==> src/rtl/enemy_pkg.sv <==
`default_nettype none
// ============================================================================
//  Module      : enemy_pkg
//  Description : Shared types and constants for the enemy swarm: FSM state
//                enum, sprite size defaults (shared with the enemy bitmap),
//                slot-index/coordinate types and a saturating adder.
//  Revision    : 1.0 - initial release
// ============================================================================
package enemy_pkg;

    // Sprite geometry, also used by the enemy bitmap ROM
    localparam int OBJECT_WIDTH_X  = 11;
    localparam int OBJECT_HEIGHT_Y = 48;

    // Default slot count and the matching slot-index width
    localparam int NUM_ENEMIES_DEF = 4;
    localparam int SLOT_IDX_W      = $clog2(NUM_ENEMIES_DEF);
    localparam int COORD_W         = 11;

    typedef logic [SLOT_IDX_W-1:0] slot_idx_t;
    typedef logic [COORD_W-1:0]    coord_t;

    typedef enum logic [1:0] {
        S_IDLE   = 2'd0,
        S_MOVE   = 2'd1,
        S_BOUNCE = 2'd2
    } swarm_state_t;

    // Unsigned add that clamps at the largest coordinate instead of wrapping
    function automatic coord_t sat_add(input coord_t a, input coord_t b);
        logic [COORD_W:0] w_sum;
        w_sum = {1'b0, a} + {1'b0, b};
        return w_sum[COORD_W] ? {COORD_W{1'b1}} : w_sum[COORD_W-1:0];
    endfunction

endpackage
`default_nettype wire

==> src/rtl/enemy_hit_select.sv <==
`default_nettype none
// ============================================================================
//  Module      : enemy_hit_select
//  Description : Combinational priority select of the enemy rectangle that
//                covers the current pixel. Lowest slot index wins.
//  Ports       : i_pixel_x/y   current pixel
//                i_alive       per-slot alive flags
//                i_pos_x/y     per-slot top-left positions
//                o_hit         pixel is inside some alive enemy
//                o_idx         selected slot (0 when no hit)
//                o_offset_x/y  pixel minus selected position (0 when no hit)
//  Revision    : 1.0 - initial release
// ============================================================================
module enemy_hit_select #(
    parameter int NUM_ENEMIES     = 4,
    parameter int OBJECT_WIDTH_X  = enemy_pkg::OBJECT_WIDTH_X,
    parameter int OBJECT_HEIGHT_Y = enemy_pkg::OBJECT_HEIGHT_Y
) (
    input  logic [10:0]                      i_pixel_x,
    input  logic [10:0]                      i_pixel_y,
    input  logic [NUM_ENEMIES-1:0]           i_alive,
    input  logic [NUM_ENEMIES-1:0][10:0]     i_pos_x,
    input  logic [NUM_ENEMIES-1:0][10:0]     i_pos_y,
    output logic                             o_hit,
    output logic [$clog2(NUM_ENEMIES)-1:0]   o_idx,
    output logic [10:0]                      o_offset_x,
    output logic [10:0]                      o_offset_y
);
    import enemy_pkg::*;

    localparam int          c_IDX_W = $clog2(NUM_ENEMIES);
    localparam logic [10:0] c_W     = 11'(OBJECT_WIDTH_X);
    localparam logic [10:0] c_H     = 11'(OBJECT_HEIGHT_Y);

    logic [NUM_ENEMIES-1:0]       w_hit;
    logic [NUM_ENEMIES-1:0][10:0] w_dx;
    logic [NUM_ENEMIES-1:0][10:0] w_dy;

    // 11-bit wrapping subtraction: a pixel left of / above the sprite wraps
    // to a large value and fails the "< size" test.
    for (genvar gi = 0; gi < NUM_ENEMIES; gi++) begin : g_slot
        assign w_dx[gi]  = i_pixel_x - i_pos_x[gi];
        assign w_dy[gi]  = i_pixel_y - i_pos_y[gi];
        assign w_hit[gi] = i_alive[gi] && (w_dx[gi] < c_W) && (w_dy[gi] < c_H);
    end

    // Scan from the top index down so the lowest hitting index is kept last
    always_comb begin
        o_hit      = 1'b0;
        o_idx      = '0;
        o_offset_x = '0;
        o_offset_y = '0;
        for (int i = NUM_ENEMIES - 1; i >= 0; i--) begin
            if (w_hit[i]) begin
                o_hit      = 1'b1;
                o_idx      = c_IDX_W'(i);
                o_offset_x = w_dx[i];
                o_offset_y = w_dy[i];
            end
        end
    end

endmodule
`default_nettype wire

==> src/rtl/enemy_swarm_ctrl.sv <==
`default_nettype none
// ============================================================================
//  Module      : enemy_swarm_ctrl
//  Description : Owns NUM_ENEMIES enemy slots sharing one bitmap ROM. Keeps
//                alive flags and positions, moves the swarm once per frame
//                (bouncing off the screen edges), services spawn/kill and
//                selects the enemy covering the current pixel.
//  Ports       : clk, resetN (async, active-low)
//                startOfFrame  frame pulse
//                pixelX/Y      current pixel
//                spawnReq/X/Y  spawn request -> spawnAck / spawnNack pulses
//                killReq/Idx   kill pulse
//                aliveMask, swarmEmpty
//                offsetX/Y, insideRectangle, enemyIdx  (1-cycle registered)
//                flip          common animation phase
//  Revision    : 1.0 - initial release
// ============================================================================
module enemy_swarm_ctrl #(
    parameter int NUM_ENEMIES     = 4,
    parameter int OBJECT_WIDTH_X  = enemy_pkg::OBJECT_WIDTH_X,
    parameter int OBJECT_HEIGHT_Y = enemy_pkg::OBJECT_HEIGHT_Y,
    parameter int STEP_X          = 2,
    parameter int STEP_Y          = 8,
    parameter int X_MAX           = 628,
    parameter int FLIP_TIME       = 5
) (
    input  logic                             clk,
    input  logic                             resetN,
    input  logic                             startOfFrame,
    input  logic [10:0]                      pixelX,
    input  logic [10:0]                      pixelY,
    input  logic                             spawnReq,
    input  logic [10:0]                      spawnX,
    input  logic [10:0]                      spawnY,
    output logic                             spawnAck,
    output logic                             spawnNack,
    input  logic                             killReq,
    input  logic [$clog2(NUM_ENEMIES)-1:0]   killIdx,
    output logic [NUM_ENEMIES-1:0]           aliveMask,
    output logic                             swarmEmpty,
    output logic [10:0]                      offsetX,
    output logic [10:0]                      offsetY,
    output logic                             insideRectangle,
    output logic [$clog2(NUM_ENEMIES)-1:0]   enemyIdx,
    output logic                             flip
);
    import enemy_pkg::*;

    localparam int                 c_IDX_W   = $clog2(NUM_ENEMIES);
    localparam int                 c_CNT_W   = (FLIP_TIME > 0) ? $clog2(FLIP_TIME + 1) : 1;
    localparam logic [c_IDX_W-1:0] c_LAST    = c_IDX_W'(NUM_ENEMIES - 1);
    localparam logic [11:0]        c_X_MAX12 = 12'(X_MAX);
    localparam logic [11:0]        c_STEP_X12 = 12'(STEP_X);
    localparam logic [10:0]        c_STEP_X  = 11'(STEP_X);
    localparam logic [10:0]        c_STEP_Y  = 11'(STEP_Y);
    localparam logic [10:0]        c_X_MAX   = 11'(X_MAX);

    swarm_state_t                 r_state;
    logic [c_IDX_W-1:0]           r_slot;
    logic [NUM_ENEMIES-1:0]       r_alive;
    coord_t [NUM_ENEMIES-1:0]     r_x;
    coord_t [NUM_ENEMIES-1:0]     r_y;
    logic                         r_dir;        // 1 = moving right
    logic                         r_hit_edge;
    logic [c_CNT_W-1:0]           r_cnt;
    logic                         r_flip;
    logic                         r_spawn_ack;
    logic                         r_spawn_nack;
    logic [10:0]                  r_offset_x;
    logic [10:0]                  r_offset_y;
    logic                         r_inside;
    logic [c_IDX_W-1:0]           r_idx;

    // Lowest-index free slot, from the mask as it stood before any kill
    logic               w_free_found;
    logic [c_IDX_W-1:0] w_free_idx;
    always_comb begin
        w_free_found = 1'b0;
        w_free_idx   = '0;
        for (int i = NUM_ENEMIES - 1; i >= 0; i--) begin
            if (!r_alive[i]) begin
                w_free_found = 1'b1;
                w_free_idx   = c_IDX_W'(i);
            end
        end
    end

    // Horizontal move of the slot being processed, with edge clamping
    coord_t      w_cur_x;
    logic [11:0] w_sum_x;
    logic        w_edge;
    coord_t      w_move_x;
    always_comb begin
        w_cur_x = r_x[r_slot];
        w_sum_x = {1'b0, w_cur_x} + c_STEP_X12;
        if (r_dir) begin
            w_edge   = w_sum_x > c_X_MAX12;
            w_move_x = w_edge ? c_X_MAX : w_sum_x[10:0];
        end else begin
            w_edge   = w_cur_x < c_STEP_X;
            w_move_x = w_edge ? 11'd0 : (w_cur_x - c_STEP_X);
        end
    end

    logic w_move_edge;
    logic w_spawn_eval;
    assign w_move_edge  = r_alive[r_slot] && w_edge;
    // The cycle carrying an ack/nack is skipped so a held request gets a gap
    assign w_spawn_eval = (r_state == S_IDLE) && spawnReq && !r_spawn_ack && !r_spawn_nack;

    always_ff @(posedge clk or negedge resetN) begin
        if (!resetN) begin
            r_state      <= S_IDLE;
            r_slot       <= '0;
            r_alive      <= '0;
            r_x          <= '0;
            r_y          <= '0;
            r_dir        <= 1'b1;
            r_hit_edge   <= 1'b0;
            r_cnt        <= c_CNT_W'(FLIP_TIME);
            r_flip       <= 1'b0;
            r_spawn_ack  <= 1'b0;
            r_spawn_nack <= 1'b0;
        end else begin
            r_spawn_ack  <= 1'b0;
            r_spawn_nack <= 1'b0;

            // Animation counter runs on every frame pulse, whatever the FSM does
            if (startOfFrame) begin
                if (r_cnt != '0) begin
                    r_cnt <= r_cnt - c_CNT_W'(1);
                end else begin
                    r_cnt  <= c_CNT_W'(FLIP_TIME);
                    r_flip <= ~r_flip;
                end
            end

            // A killed slot is alive, hence never the free slot chosen below
            if (killReq) begin
                r_alive[killIdx] <= 1'b0;
            end

            case (r_state)
                S_IDLE: begin
                    r_slot <= '0;
                    if (w_spawn_eval) begin
                        if (w_free_found) begin
                            r_alive[w_free_idx] <= 1'b1;
                            r_x[w_free_idx]     <= spawnX;
                            r_y[w_free_idx]     <= spawnY;
                            r_spawn_ack         <= 1'b1;
                        end else begin
                            r_spawn_nack <= 1'b1;
                        end
                    end
                    if (startOfFrame) begin
                        r_state <= S_MOVE;
                    end
                end
                S_MOVE: begin
                    if (r_alive[r_slot]) begin
                        r_x[r_slot] <= w_move_x;
                    end
                    if (w_move_edge) begin
                        r_hit_edge <= 1'b1;
                    end
                    if (r_slot == c_LAST) begin
                        r_state <= (r_hit_edge || w_move_edge) ? S_BOUNCE : S_IDLE;
                    end
                    r_slot <= r_slot + c_IDX_W'(1);
                end
                S_BOUNCE: begin
                    r_dir <= ~r_dir;
                    for (int i = 0; i < NUM_ENEMIES; i++) begin
                        if (r_alive[i]) begin
                            r_y[i] <= sat_add(r_y[i], c_STEP_Y);
                        end
                    end
                    r_hit_edge <= 1'b0;
                    r_state    <= S_IDLE;
                end
                default: r_state <= S_IDLE;
            endcase
        end
    end

    // Pixel path: combinational select, one register stage here
    logic               w_sel_hit;
    logic [c_IDX_W-1:0] w_sel_idx;
    logic [10:0]        w_sel_off_x;
    logic [10:0]        w_sel_off_y;

    enemy_hit_select #(
        .NUM_ENEMIES     (NUM_ENEMIES),
        .OBJECT_WIDTH_X  (OBJECT_WIDTH_X),
        .OBJECT_HEIGHT_Y (OBJECT_HEIGHT_Y)
    ) u_hit_select (
        .i_pixel_x  (pixelX),
        .i_pixel_y  (pixelY),
        .i_alive    (r_alive),
        .i_pos_x    (r_x),
        .i_pos_y    (r_y),
        .o_hit      (w_sel_hit),
        .o_idx      (w_sel_idx),
        .o_offset_x (w_sel_off_x),
        .o_offset_y (w_sel_off_y)
    );

    always_ff @(posedge clk or negedge resetN) begin
        if (!resetN) begin
            r_inside   <= 1'b0;
            r_idx      <= '0;
            r_offset_x <= '0;
            r_offset_y <= '0;
        end else begin
            r_inside   <= w_sel_hit;
            r_idx      <= w_sel_idx;
            r_offset_x <= w_sel_off_x;
            r_offset_y <= w_sel_off_y;
        end
    end

    assign spawnAck        = r_spawn_ack;
    assign spawnNack       = r_spawn_nack;
    assign aliveMask       = r_alive;
    assign swarmEmpty      = ~|r_alive;
    assign offsetX         = r_offset_x;
    assign offsetY         = r_offset_y;
    assign insideRectangle = r_inside;
    assign enemyIdx        = r_idx;
    assign flip            = r_flip;

endmodule
`default_nettype wire

==> config.mk <==
export PLATFORM = sky130hd
export DESIGN_NAME = enemy_swarm_ctrl
export DESIGN_NICKNAME = d
export VERILOG_FILES = /design/src/rtl/enemy_pkg.sv /design/src/rtl/enemy_hit_select.sv /design/src/rtl/enemy_swarm_ctrl.sv
export SDC_FILE = /design/constraint.sdc
export NUM_CORES = 1
export LEC_CHECK = 0
export ABC_CLOCK_PERIOD_IN_PS = 3300
export CAP_MARGIN = 20
export CORE_MARGIN = 8
export CORE_UTILIZATION = 50
export DETAILED_ROUTE_END_ITERATION = 6
export MAX_ROUTING_LAYER = met4
export PLACE_DENSITY_LB_ADDON = 0.25
export SLEW_MARGIN = 15
export SYNTH_ARGS = -nofsm -noshare
export SYNTH_HDL_FRONTEND = slang
export SYNTH_SLANG_ARGS = --single-unit
==> constraint.sdc <==
create_clock -name clk -period 3.3 [get_ports clk]
set_clock_uncertainty 0.2 [all_clocks]
set_input_delay 0.99 -clock clk [delete_from_list [all_inputs] [get_ports clk]]
set_output_delay 0.99 -clock clk [all_outputs]
set_load 0.05 [all_outputs]
==> impl_metrics.yaml <==
finish:
  area_growth_pct: 48.8
  final_nets: 1930
  post-route-util_pct: 74.9
  antennaDiodeCount: 0
  multi_input_area_mm2: 0.00844
  final_cell_mix: "340 x buf_4, 125 x dfrtp_1, 113 x nand2_1"
  seq_area_mm2: 0.00323
  fin_area_mm2: 0.0168
  n_fill_cell: 1638
  drive_gt1_share_pct: 33.1
  stdcell_count: 2078
  mostFrequentLayoutCell: "buf_4"
synth:
  async_flop_share_pct: 100
  synth_edf_count: 0
  ys.flop_type: "dfrtp_1"
  avgSynthCellArea_um2: 8.35
  synth.yosys.seq_area_share_pct: 28.6
  syn-cell-area_mm2: 0.0113
  yosysUniqueCellTypes: 87
  ys_ff_latch: 129
  synth-warning-count: 0
  synth_cells: 1353
placement:
  port_buffers: 83
  dp.cells: 2019
  place.gp.congestion: 1.01
  placed_cell_area_mm2: 0.0151
  hpwl_mm: 32.9
cts:
  clk_latency_ps: 440
  htree_num_levels: 4
  clk_pin_slew_ps: 60
  root_buffer: "clkbuf_16"
  cts_made_buffers: 17
  cts.sinks: 129
  cts_tree: "done"
  cts_buffer_depth: 2
route:
  wl_met2_mm: 20.7
  vias_per_cell: 6.11
  wl_per_cell_um: 20.9
  routed_wl_mm: 43.5
  ant_nets: 0
  via_count: 12700
  drc: 0
  drt_iter0_markers: 1107
  wl_met3_mm: 2.72
  m1WireLength_mm: 17.3
  top_layer: "met4"
  firstDrtPassIters: 5
floorplan:
  die_x_um: 166
  pin_count: 84
  floorplan.initialDensity_pct: 50.4
  placementRows: 55
  die_y_um: 166
  die_area_mm2: 0.0277
  core_mm2: 0.0224
sta:
  finalCriticalPeriod_ps: 3930
  max_slew_margin_pct: 34.8
  hold_viol: 0
  tightest_slew_ps: 971
  setup_viol: 13
  rsz0062_at_grt: "yes"
  max_freq_ghz: 0.255
  final_max_slew_viol_count: 0
  finalHoldWorstSlack_ps: 275
  worst_slack_ps: -627
  fin_crit_sh_pct: 119
worst_setup_path:
  cp_num_cells: 14
  worstPathRequired_ps: 3410
  worstSetupPathType: "in -> reg"
  path_max_fanout: 5
  endpoint_kind: "flop"
  cp-start-kind: "input pin"
  slowest_stage: "or4_4"
  r2r_cells: 14
  cpLargestDelayFamily: "compound AO/OA/AOI/OAI gates"
  cpPeakStageDelay_ps: 530
  cp_data_arrival_time_ps: 4030
  crit_buf_inv: 5
  crit_chain: "dlygate4sd2_1 -> buf_6 -> ha_4 -> a21boi_2 -> buf_4 -> o22ai_1 -> o41ai_4 -> a211oi_2 -> buf_4 -> nand4_1 -> or4_4 -> buf_6 -> a21boi_2 -> o22a_1"
worst_hold_path:
  hold_path_class: "in -> async"
power_and_ir_drop:
  internal-power_mw: 9.00
  p_sw_share_pct: 46.3
  power_density_mw_per_mm2: 997
  p_sw_mw: 7.75
  power.leakage_nw: 7.47
  clkPwrFrac_pct: 11.8
  seqPwrFrac_pct: 17.0
  combPwrFrac_pct: 71.2
  power_mw: 16.8
  vdd_drop_max_uv: 766
global_route:
  grt_overflow_total: 0
  first_global_vias: 12500
  antenna_found_initial: 0
  grt_pass1_wl_mm: 67.1
  grt_use_total_pct: 31.1
  grt_start_max_net_pins: 64
run:
  cap_violations: 0
status:
  outcome: "finished with violations"
  violations: "setup timing"
[cell type report]
class	instances	area share (%)
clock buffer	19	2.64
clock inverter	13	0.916
inverter	111	2.61
multi-input combinational	1069	50.2
sequential	129	19.2
tap	285	2.12
timing repair buffer	452	22.3
[cell families (layout without fill, tap and decap cells)]
| kind of cell | after synthesis | in the layout | synth area share [%] |
|---|---|---|---|
| xor gates and xnor gates | 56 | 56 | 4.41 |
| muxes | 31 | 31 | 4.15 |
| other | 1 | 12 | 0.0332 |
| AOI/OAI and AO/OA | 438 | 438 | 26.5 |
| and+or+nand+nor | 433 | 433 | 19.1 |
| adders and majority gates | 99 | 99 | 11.5 |
| buffers and inverters | 166 | 595 | 5.68 |
| DFF | 129 | 129 | 28.6 |
[synthesized netlist by cell type, drive strengths merged, types with 15 or more instances]
cell | instances | area share [%]
o21ai | 102 | 4.5
o21a | 15 | 1.0
nor2b | 20 | 1.1
xnor2 | 34 | 2.6
dfrtp | 126 | 28
clkbuf | 43 | 1.4
a32oi | 34 | 2.6
a21oi | 98 | 4.4
inv | 111 | 3.7
a22oi | 16 | 1.1
a21o | 16 | 1.1
xor2 | 22 | 1.8
nand2b | 29 | 1.6
a211oi | 17 | 1.1
nand2 | 115 | 3.8
and3 | 18 | 1.0
nor2 | 104 | 3.5
nand3 | 37 | 1.7
ha | 91 | 10
nor3 | 35 | 1.6
[power groups by stage]
stage          combinational, mW  clock, mW  sequential (mW)
6_report                    11.9       1.98             2.84
5_1_grt                     12.8       2.06             2.87
4_1_cts                     11.2       2.00             2.80
3_5_place_dp                10.8          0             2.80
3_3_place_gp                10.6          0             2.77
2_1_floorplan               5.96          0             2.68
[registers in the layout, indices dropped and copies added (netlist names)]
name	flops
r_dir	1
r_hit_edge	1
r_x	44
insideRectangle	1
r_cnt	3
enemyIdx	2
r_state	2
r_slot	2
flip	1
offsetY	11
spawnAck	1
r_y	44
aliveMask	4
spawnNack	1
offsetX	11
[worst register-to-register path, stage by stage, from the launching register on]
cell,delay [ps]
dfrtp_1,460
ha_4,180
fa_2,200
nand2b_4,150
a21boi_2,60
buf_4,130
o22ai_1,280
o41ai_4,150
a211oi_2,260
buf_4,170
nand4_1,200
or4_4,530
buf_6,160
a21boi_2,150
o22a_1,200
[metrics by stage]
step	setup TNS [ps]	worst slack, ps
2_1_floorplan	-5650	-523
3_3_place_gp	-16020	-1330
3_5_place_dp	-17780	-1430
4_1_cts	-6900	-623
5_1_grt	-7960	-705
6_report	-7100	-627
[final timing paths]
kind / end / startpoint / slack, ps
max: offsetY[4] / pixelY[3] / -630
min: insideRectangle / resetN / 280
max reg2reg: offsetY[4] / r_y[11] / -300
min reg2reg: flip / flip / 300
max in group asynchronous: r_dir / resetN / 1830
min in group clk: flip / flip / 300
[repair_timing]
action,in CTS,in global routing
hold endpoints to repair,0,0
setup buffers,21,8
pin swaps,47,51
gates cloned,1,0
hold buffers,0,0
setup endpoints to repair,29,44
gates resized for setup,139,89
[per-layer routing]
layer | GRT usage (%) | up-vias
met4 | 17.1 | 0
met2 | 50.9 | 560
met5 | - | -
li1 | - | 5870
met1 | 36.4 | 6123
met3 | 4.73 | 151
(Power assumes the default switching activity.)
